<file path="src/rtl/score_sequencer.sv">
// Score sequencer: fetches {beat, note} entries from a synchronous ROM and drives
// beat_cnt / tone PWM with an articulation gap between notes. Define SEQ_LOOP_EN to add loop_mode.
module score_sequencer #(
  parameter int ADDR_W     = 6,
  parameter int SCORE_LEN  = 64,
  parameter int NOTE_W     = 5,
  parameter int GAP_CYCLES = 500000,
  parameter int GAP_W      = 20
) (
  input  logic              clk,
  input  logic              rstn,
  input  logic              start,
  input  logic              stop,
  input  logic              pause,
`ifdef SEQ_LOOP_EN
  input  logic              loop_mode,
`endif
  output logic [ADDR_W-1:0] rom_addr,
  input  logic [NOTE_W+3:0] rom_data,
  output logic [3:0]        beat,
  output logic [NOTE_W-1:0] note,
  output logic              beat_en,
  input  logic              beat_finish,
  output logic              tone_en,
  output logic              busy,
  output logic              done,
  output logic [2:0]        dbg_state
);

  typedef enum logic [2:0] {
    S_IDLE  = 3'd0,
    S_FETCH = 3'd1,
    S_LOAD  = 3'd2,
    S_PLAY  = 3'd3,
    S_GAP   = 3'd4
  } state_e;

  localparam logic [ADDR_W-1:0] ADDR_LAST = ADDR_W'(SCORE_LEN - 1);
  localparam logic [GAP_W-1:0]  GAP_LAST  = GAP_W'((GAP_CYCLES == 0) ? 0 : GAP_CYCLES - 1);

  state_e              state_q, state_d;
  logic [ADDR_W-1:0]   addr_q, addr_d;
  logic [3:0]          beat_q, beat_d;
  logic [NOTE_W-1:0]   note_q, note_d;
  logic [GAP_W-1:0]    gap_q, gap_d;
  logic                stop_pend_q, stop_pend_d;
  logic                done_q, done_d;
  logic                busy_q;
  logic                end_hit;
  logic                loop_now;

`ifdef SEQ_LOOP_EN
  assign loop_now = loop_mode && !stop_pend_q;
`else
  assign loop_now = 1'b0;
`endif

  always_comb begin
    state_d     = state_q;
    addr_d      = addr_q;
    beat_d      = beat_q;
    note_d      = note_q;
    gap_d       = gap_q;
    stop_pend_d = stop_pend_q;
    done_d      = 1'b0;
    end_hit     = 1'b0;
    beat_en     = 1'b0;
    tone_en     = 1'b0;

    case (state_q)
      S_IDLE: begin
        if (start && !stop) begin
          state_d = S_FETCH;
          addr_d  = '0;
        end
      end
      S_FETCH: begin
        if (stop) stop_pend_d = 1'b1;
        state_d = S_LOAD;
      end
      S_LOAD: begin
        beat_d = rom_data[NOTE_W+3:NOTE_W];
        note_d = rom_data[NOTE_W-1:0];
        if (stop || stop_pend_q)                  state_d = S_IDLE;
        else if (rom_data[NOTE_W+3:NOTE_W] == 4'd0) end_hit = 1'b1;
        else                                      state_d = S_PLAY;
      end
      S_PLAY: begin
        // A pending stop mutes at once but keeps beat_cnt running so it ends at 0.
        beat_en = !pause;
        tone_en = !pause && !stop_pend_q && (note_q != '0);
        if (stop) stop_pend_d = 1'b1;
        if (!pause && beat_finish) begin
          if (stop_pend_q)               state_d = S_IDLE;
          else if (addr_q == ADDR_LAST)  end_hit = 1'b1;
          else if (GAP_CYCLES == 0) begin
            state_d = S_FETCH;
            addr_d  = addr_q + ADDR_W'(1);
          end else begin
            state_d = S_GAP;
            gap_d   = '0;
          end
        end
      end
      S_GAP: begin
        if (stop || stop_pend_q) begin
          state_d = S_IDLE;
        end else if (!pause) begin
          if (gap_q == GAP_LAST) begin
            state_d = S_FETCH;
            addr_d  = addr_q + ADDR_W'(1);
          end else begin
            gap_d = gap_q + GAP_W'(1);
          end
        end
      end
      default: state_d = S_IDLE;
    endcase

    if (end_hit) begin
      addr_d = '0;
      if (loop_now) begin
        state_d = S_FETCH;
      end else begin
        state_d = S_IDLE;
        done_d  = 1'b1;
      end
    end

    if (state_d == S_IDLE) stop_pend_d = 1'b0;
  end

  always_ff @(posedge clk or negedge rstn) begin
    if (!rstn) begin
      state_q     <= S_IDLE;
      addr_q      <= '0;
      beat_q      <= '0;
      note_q      <= '0;
      gap_q       <= '0;
      stop_pend_q <= 1'b0;
      done_q      <= 1'b0;
      busy_q      <= 1'b0;
    end else begin
      state_q     <= state_d;
      addr_q      <= addr_d;
      beat_q      <= beat_d;
      note_q      <= note_d;
      gap_q       <= gap_d;
      stop_pend_q <= stop_pend_d;
      done_q      <= done_d;
      busy_q      <= (state_d != S_IDLE);
    end
  end

  assign rom_addr  = addr_q;
  assign beat      = beat_q;
  assign note      = note_q;
  assign busy      = busy_q;
  assign done      = done_q;
  assign dbg_state = state_q;

endmodule

</file>
<file path="config.mk">
export PLATFORM = sky130hd
export DESIGN_NAME = score_sequencer
export DESIGN_NICKNAME = d
export VERILOG_FILES = /design/src/rtl/score_sequencer.sv
export SDC_FILE = /design/constraint.sdc
export NUM_CORES = 1
export LEC_CHECK = 0
export CAP_MARGIN = 40
export CORE_ASPECT_RATIO = 0.6
export CORE_MARGIN = 5
export CORE_UTILIZATION = 49
export CTS_BUF_LIST = sky130_fd_sc_hd__clkbuf_2 sky130_fd_sc_hd__clkbuf_4 sky130_fd_sc_hd__clkbuf_8
export CTS_CLUSTER_DIAMETER = 100
export CTS_CLUSTER_SIZE = 10
export DETAILED_ROUTE_END_ITERATION = 10
export PLACE_DENSITY = 0.9
export SKIP_CTS_REPAIR_TIMING = 1
export SLEW_MARGIN = 20
export SYNTH_ARGS = -nofsm -noshare
export SYNTH_HDL_FRONTEND = slang
export SYNTH_SLANG_ARGS = --single-unit
</file>
<file path="constraint.sdc">
create_clock -name clk -period 2.2 [get_ports clk]
set_input_delay 0.44 -clock clk [delete_from_list [all_inputs] [get_ports clk]]
set_output_delay 0.44 -clock clk [all_outputs]
set_load 0.02 [all_outputs]
</file>
## Word-level counts from Yosys, hierarchy flattened

Index checks and enable logic that the tools add are counted.

| operators by class | value |
|---|---|
| equal/unequal tests | 16 |
| reductions and logical operators | 21 |
| muxes and demuxes | 36 |
| add/sub/neg operators | 2 |

Operator list:

| kind | count |
|---|---|
| $mux W20 | 6 |
| $pmux W20 S2 | 1 |
| $mux W3 | 10 |
| $mux W6 | 5 |
| $add A20 B1 Y20 const B | 1 |
| $eq A20 B19 Y1 const B | 1 |
| $pmux W3 S5 | 1 |
| $ne A2 B2 Y1 const B | 6 |
| $ne A3 B3 Y1 const B | 4 |
| $pmux W6 S2 | 1 |
| $mux W1 | 11 |
| $reduce_and A7 Y1 | 1 |
| $add A6 B1 Y6 const B | 1 |
| $eq A3 B2 Y1 const B | 2 |
| $eq A6 B6 Y1 const B | 1 |
| $logic_not A3 Y1 | 2 |
| $reduce_bool A2 Y1 | 3 |
| $reduce_bool A3 Y1 | 2 |
| $reduce_and A5 Y1 | 1 |
| $reduce_bool A5 Y1 | 1 |
| $logic_and A1 B1 Y1 | 4 |
| $logic_not A4 Y1 | 1 |
| $eq A3 B1 Y1 const B | 1 |
| $eq A3 B3 Y1 const B | 1 |
| other kinds (5) | 7 |

| word-level totals | value |
|---|---|
| logic and storage cells | 83 |
| output and inout bits | 22 |
| register bits | 41 |

## Longest topological paths before layout

| depth | value |
|---|---|
| depth in word-level cells | 9 |
| mapped depth | 6 |
| depth with buffers taken out | 6 |

## Least setup slack after synthesis

No wires, ideal clock.

| timing | value |
|---|---|
| path kind | register -> register |
| start point | reg gap_q[10] |
| end point | reg addr_q[5], in the netlist rom_addr[5] |
| arrival | 2.081 ns |
| cell stages (with the launch flop) | 6 |
| buffers on the path | 0 |
| setup slack | -0.005 ns |
| cells stage by stage | dfrtp_1 > or4b_4 > or4b_4 > nor3_4 > nor3_2 > a211o_1 |

| on the way | value |
|---|---|
| word-level cells in the longest chain between the ends | 3 |

RTL lines:

| item | line | source |
|---|---|---|
| from (decl) | 45 | `logic [GAP_W-1:0] gap_q, gap_d;` |
| from (signal assigned) | 148 | `gap_q <= gap_d;` |
| $eq A20 B19 Y1 | 109 | `if (gap_q == GAP_LAST) begin` |
| $ne A3 B3 Y1 (no line) | n/a |  |
| $reduce_and A5 Y1 (no line) | n/a |  |
| to (signal assigned) | 145 | `addr_q <= addr_d;` |
| to (decl) | 42 | `logic [ADDR_W-1:0] addr_q, addr_d;` |

Every way passes these cells.
A chain may end at the register's enable or synchronous reset.

## Worst setup path in the final report

| timing | value |
|---|---|
| start point | reg gap_q[7] |
| end point | reg addr_q[5], in the netlist rom_addr[5] |

The elaborated chain is that of the path after synthesis.

==> out/qor.csv <==
stage,metric,value,unit
run_status,status,finished with violations,
run_status,failing checks,negative setup slack,
place,Placement Cell Area,2798,sq um
global_route,initial antenna violation count,0,
place,estimated wirelength of the detail-placed design,4.453,mm
pwr,power after layout,2.359,mW
detailed_routing,Iteration-0 DRC Markers,183,
pwr,net switching component of the power,0.7768,mW
floorplan,Placement Rows,18,
floorplan,DIE AREA,5891,sq um
clock_tree,clock insertion delay at the later pin of the skew report,0.29,ns
clock_tree,number of buffers between clock root and the deepest sink,2,
cells_and_area,"most common cell after layout, fill and taps aside",sky130_fd_sc_hd__dfrtp_1,
setup_path,category of the worst setup path launch point,register,
clock_tree,# clock sinks,41,
setup_path,required time at the worst-slack endpoint,2.38,ns
setup_path,capturing element type of the critical path,register,
global_route,wire length of the first global-routing pass,9.722,mm
synthesis,main combinational cell family by area after synthesis,simple AND/OR/NAND/NOR gates,
setup_path,Worst R2R End,rom_addr[5],
pwr,part of the power in the clock network,21.5,%
detailed_routing,antenna violation net count after detailed routing,0,
detailed_routing,first-pass detailed-route iteration total,4,
timing,Final Setup Violations,2,
setup_path,worst setup path endpoint,rom_addr[5],
cells_and_area,most used cells in the layout excluding fill and tap cells,"sky130_fd_sc_hd__dfrtp_1 (40), sky130_fd_sc_hd__clkdlybuf4s50_1 (33), sky130_fd_sc_hd__buf_4 (29)",
cells_and_area,final cell area excluding filler cells,2924,sq um
synthesis,largest cells by area after synthesis,"sky130_fd_sc_hd__dfrtp_1 (47%), sky130_fd_sc_hd__mux2_2 (5.2%), sky130_fd_sc_hd__nand2_1 (4.3%)",
pwr,Seq pwr share,42.0,%
clock_tree,CTS tree,done,
clock_tree,CTS Buf Count,5,
synthesis,multiplexer fraction of the synthesized cell area,6.127,%
timing,final period demand of the worst path,2.217,ns
synthesis,number of enable flip-flop cells after synthesis,0,
detailed_routing,final WL,5.964,mm
setup_path,Worst Path Arrival,2.40,ns
timing,Fin. Hold Viols,0,
synthesis,syn_area_per_cell,9.975,sq um
clock_tree,root buf cell,sky130_fd_sc_hd__clkbuf_8,
cells_and_area,Antenna diodes,0,
detailed_routing,detailed-route DRC error count,0,
floorplan,Die Y,61.49,microns
synthesis,synthesized area,2165,sq um
timing,Worst Tran Pin Value,0.6122,ns
timing,max frequency,451.1,MHz
cells_and_area,Layout area overhead,35.09,%
pwr,P per Cell Area,806.8,nW/um^2
cells_and_area,Fill cells,309,
clock_tree,maximum level of the CTS H-tree,2,
floorplan,Boundary Pins,37,
setup_path,critical path startpoint,gap_q[7],
synthesis,Compound-Gate Fraction of Synth Area,14.39,%
timing,number of pins with negative max-slew slack in the final report,0,
synthesis,share of flip-flops with an asynchronous set or reset after synthesis,100.0,%
timing,final-layout setup total negative slack,-0.02752,ns
synthesis,post-synthesis xor/xnor area fraction,3.642,%
pwr,combinational share of power,36.4,%
timing,hold slack final,0.5142,ns
synthesis,post-synthesis adder-cell area fraction,1.156,%
pwr,internal power consumption,1.582,mW
cells_and_area,layout cell share with drive strength beyond 1,23.78,%
synthesis,Synth area leader,sky130_fd_sc_hd__dfrtp_1,
synthesis,Synth Instances,217,
place,gp weighted congestion,0.9442,
global_route,total congestion overflow after global routing,0,
timing,share of the clock period used by the worst path,100.8,%
synthesis,Synth cell types,49,
place,IO Port Bufs,36,
cells_and_area,footprint of the multi-input gates,1140,sq um
synthesis,simple-gate area share of the yosys netlist,26.42,%
floorplan,initial cell density of the core,51.67,%
global_route,number of global-route vias before repair,1965,
clock_tree,"CTS clk-pin slew, worst paths",0.08,ns
setup_path,critical register-to-register path startpoint,gap_q[7],
pwr,Leakage,1.311,nW
detailed_routing,mean routed wirelength per cell,17.24,microns
pwr,Worst VDD drop,0.8482,mV
min_path,class of the tightest hold or removal check,reg -> reg,
synthesis,proportion of netlist area held by the largest area contributor,47.40,%
global_route,overall fraction of global-route tracks in use,22.23,%
setup_path,reg2reg setup slack,-0.02,ns
timing,RSZ-0062 raised after global routing,yes,
synthesis,total of flip-flops plus latches after synthesis,41,
min_path,cell depth of the worst hold path,1,
cells_and_area,share of the core filled with cells,69.80,%
synthesis,ys flop type,sky130_fd_sc_hd__dfrtp_1,
timing,relative slew slack,58.61,%
floorplan,area inside the core boundary,4189,sq um
detailed_routing,post-detailed-route via-to-cell ratio,5.861,
synthesis,warning count from the yosys run,0,
setup_path,largest fanout on the critical path,5,
cells_and_area,number of nets at the end of the flow,303,
global_route,largest net degree at the start of global routing,34,
synthesis,Post-Synthesis Net Count,234,
timing,worst setup skew after layout,0.006200,ns
synthesis,share of the yosys chip area belonging to registers,47.40,%
timing,setup ws final,-0.01660,ns
run,Maximum Capacitance Violations,0,
floorplan,die width,95.81,microns
detailed_routing,vias post-DR,2028,
pwr,share of total power consumed by net switching,32.93,%
cells_and_area,Register Area,1027,sq um
setup_path,Worst Setup Path Type,reg -> reg,
setup_path,length in cells of the worst reg-to-reg path,5,
==> state kept, by name (all words and copies together), names as in the netlist <==
register	cells
done	1
busy	1
beat	4
gap_q	20
note	5
rom_addr	6
stop_pend_q	1
dbg_state	3
==> metrics by stage <==
step / cells / worst slack [ns]
global placement: 338 / -0.1050
CTS: 345 / -0.1177
finish: 346 / -0.01660
floorplan: 217 / 0.01358
detailed placement: 338 / -0.1838
global route: 346 / -0.05085
==> worst max-delay path, stage by stage, from the launching register on <==
cell and delay (ns):
sky130_fd_sc_hd__dfrtp_1 0.44, sky130_fd_sc_hd__or4b_4 0.56, sky130_fd_sc_hd__or4b_4 0.54, sky130_fd_sc_hd__nor3_4 0.17, sky130_fd_sc_hd__nor3_2 0.10, sky130_fd_sc_hd__a211o_1 0.30
==> cells in the mapped netlist, types with 2 or more instances <==
cell,instances
sky130_fd_sc_hd__nor4b_1,2
sky130_fd_sc_hd__a21oi_1,12
sky130_fd_sc_hd__o22a_2,3
sky130_fd_sc_hd__nand3_1,12
sky130_fd_sc_hd__and2_1,4
sky130_fd_sc_hd__clkbuf_1,3
sky130_fd_sc_hd__o31ai_1,2
sky130_fd_sc_hd__mux2_2,10
sky130_fd_sc_hd__and3_1,5
sky130_fd_sc_hd__nand2_1,25
sky130_fd_sc_hd__a211oi_1,3
sky130_fd_sc_hd__o21ai_0,8
sky130_fd_sc_hd__nor2_1,22
sky130_fd_sc_hd__and2_2,2
sky130_fd_sc_hd__o311ai_0,2
sky130_fd_sc_hd__nor2b_1,3
sky130_fd_sc_hd__dfrtp_1,41
sky130_fd_sc_hd__nand4_1,3
sky130_fd_sc_hd__or3_1,5
sky130_fd_sc_hd__xnor2_1,9
sky130_fd_sc_hd__a31o_2,3
sky130_fd_sc_hd__nor4_1,4
sky130_fd_sc_hd__or4b_4,2
sky130_fd_sc_hd__ha_1,2
sky130_fd_sc_hd__mux2i_1,2
sky130_fd_sc_hd__nor3_1,5
==> final cells by class <==
type,instances,area share [%]
flip-flops and latches,41,35.13
multi-input cells,171,38.98
clock buffers,7,3.081
inverters,1,0.1284
repair buffers,66,20.11
well taps,60,2.567
==> cell families (layout without fill, tap and decap cells) <==
| kind of cell | count (synthesis) | count (layout) |
|---|---|---|
| simple gates | 104 | 104 |
| mux | 12 | 12 |
| buf+inv | 5 | 74 |
| compound gates | 44 | 44 |
| flops | 41 | 41 |
| xor+xnor | 9 | 9 |
| fa+ha+maj | 2 | 2 |
==> power groups by stage <==
stage | clock network, mW | registers [mW] | logic, mW
floorplan | 0 | 1.12 | 0.295
detailed placement | 0 | 0.995 | 0.845
global placement | 0 | 0.988 | 0.824
CTS | 0.523 | 0.985 | 0.855
global route | 0.555 | 1.01 | 0.907
finish | 0.508 | 0.992 | 0.860
==> worst min-delay path by stage <==
| stage | startpoint | to | slack (ns) |
|---|---|---|---|
| global route | gap_q[18] | gap_q[18] | 0.53 |
| floorplan | rstn | beat[0] | 0.14 |
| CTS | rstn | beat[1] | -0.02 |
| finish | gap_q[18] | gap_q[18] | 0.51 |
| global placement | rstn | beat[1] | 0.29 |
| detailed placement | rstn | beat[1] | 0.29 |
==> layer usage <==
layer / wire [microns] / track usage [%] / up-vias
met5: 0 / 0 / -
met4: 91 / 7.692 / 0
met3: 535 / 5.983 / 12
met2: 2691 / 33.99 / 92
met1: 2646 / 30.86 / 986
li1: - / - / 938
(Power assumes the default switching activity.)
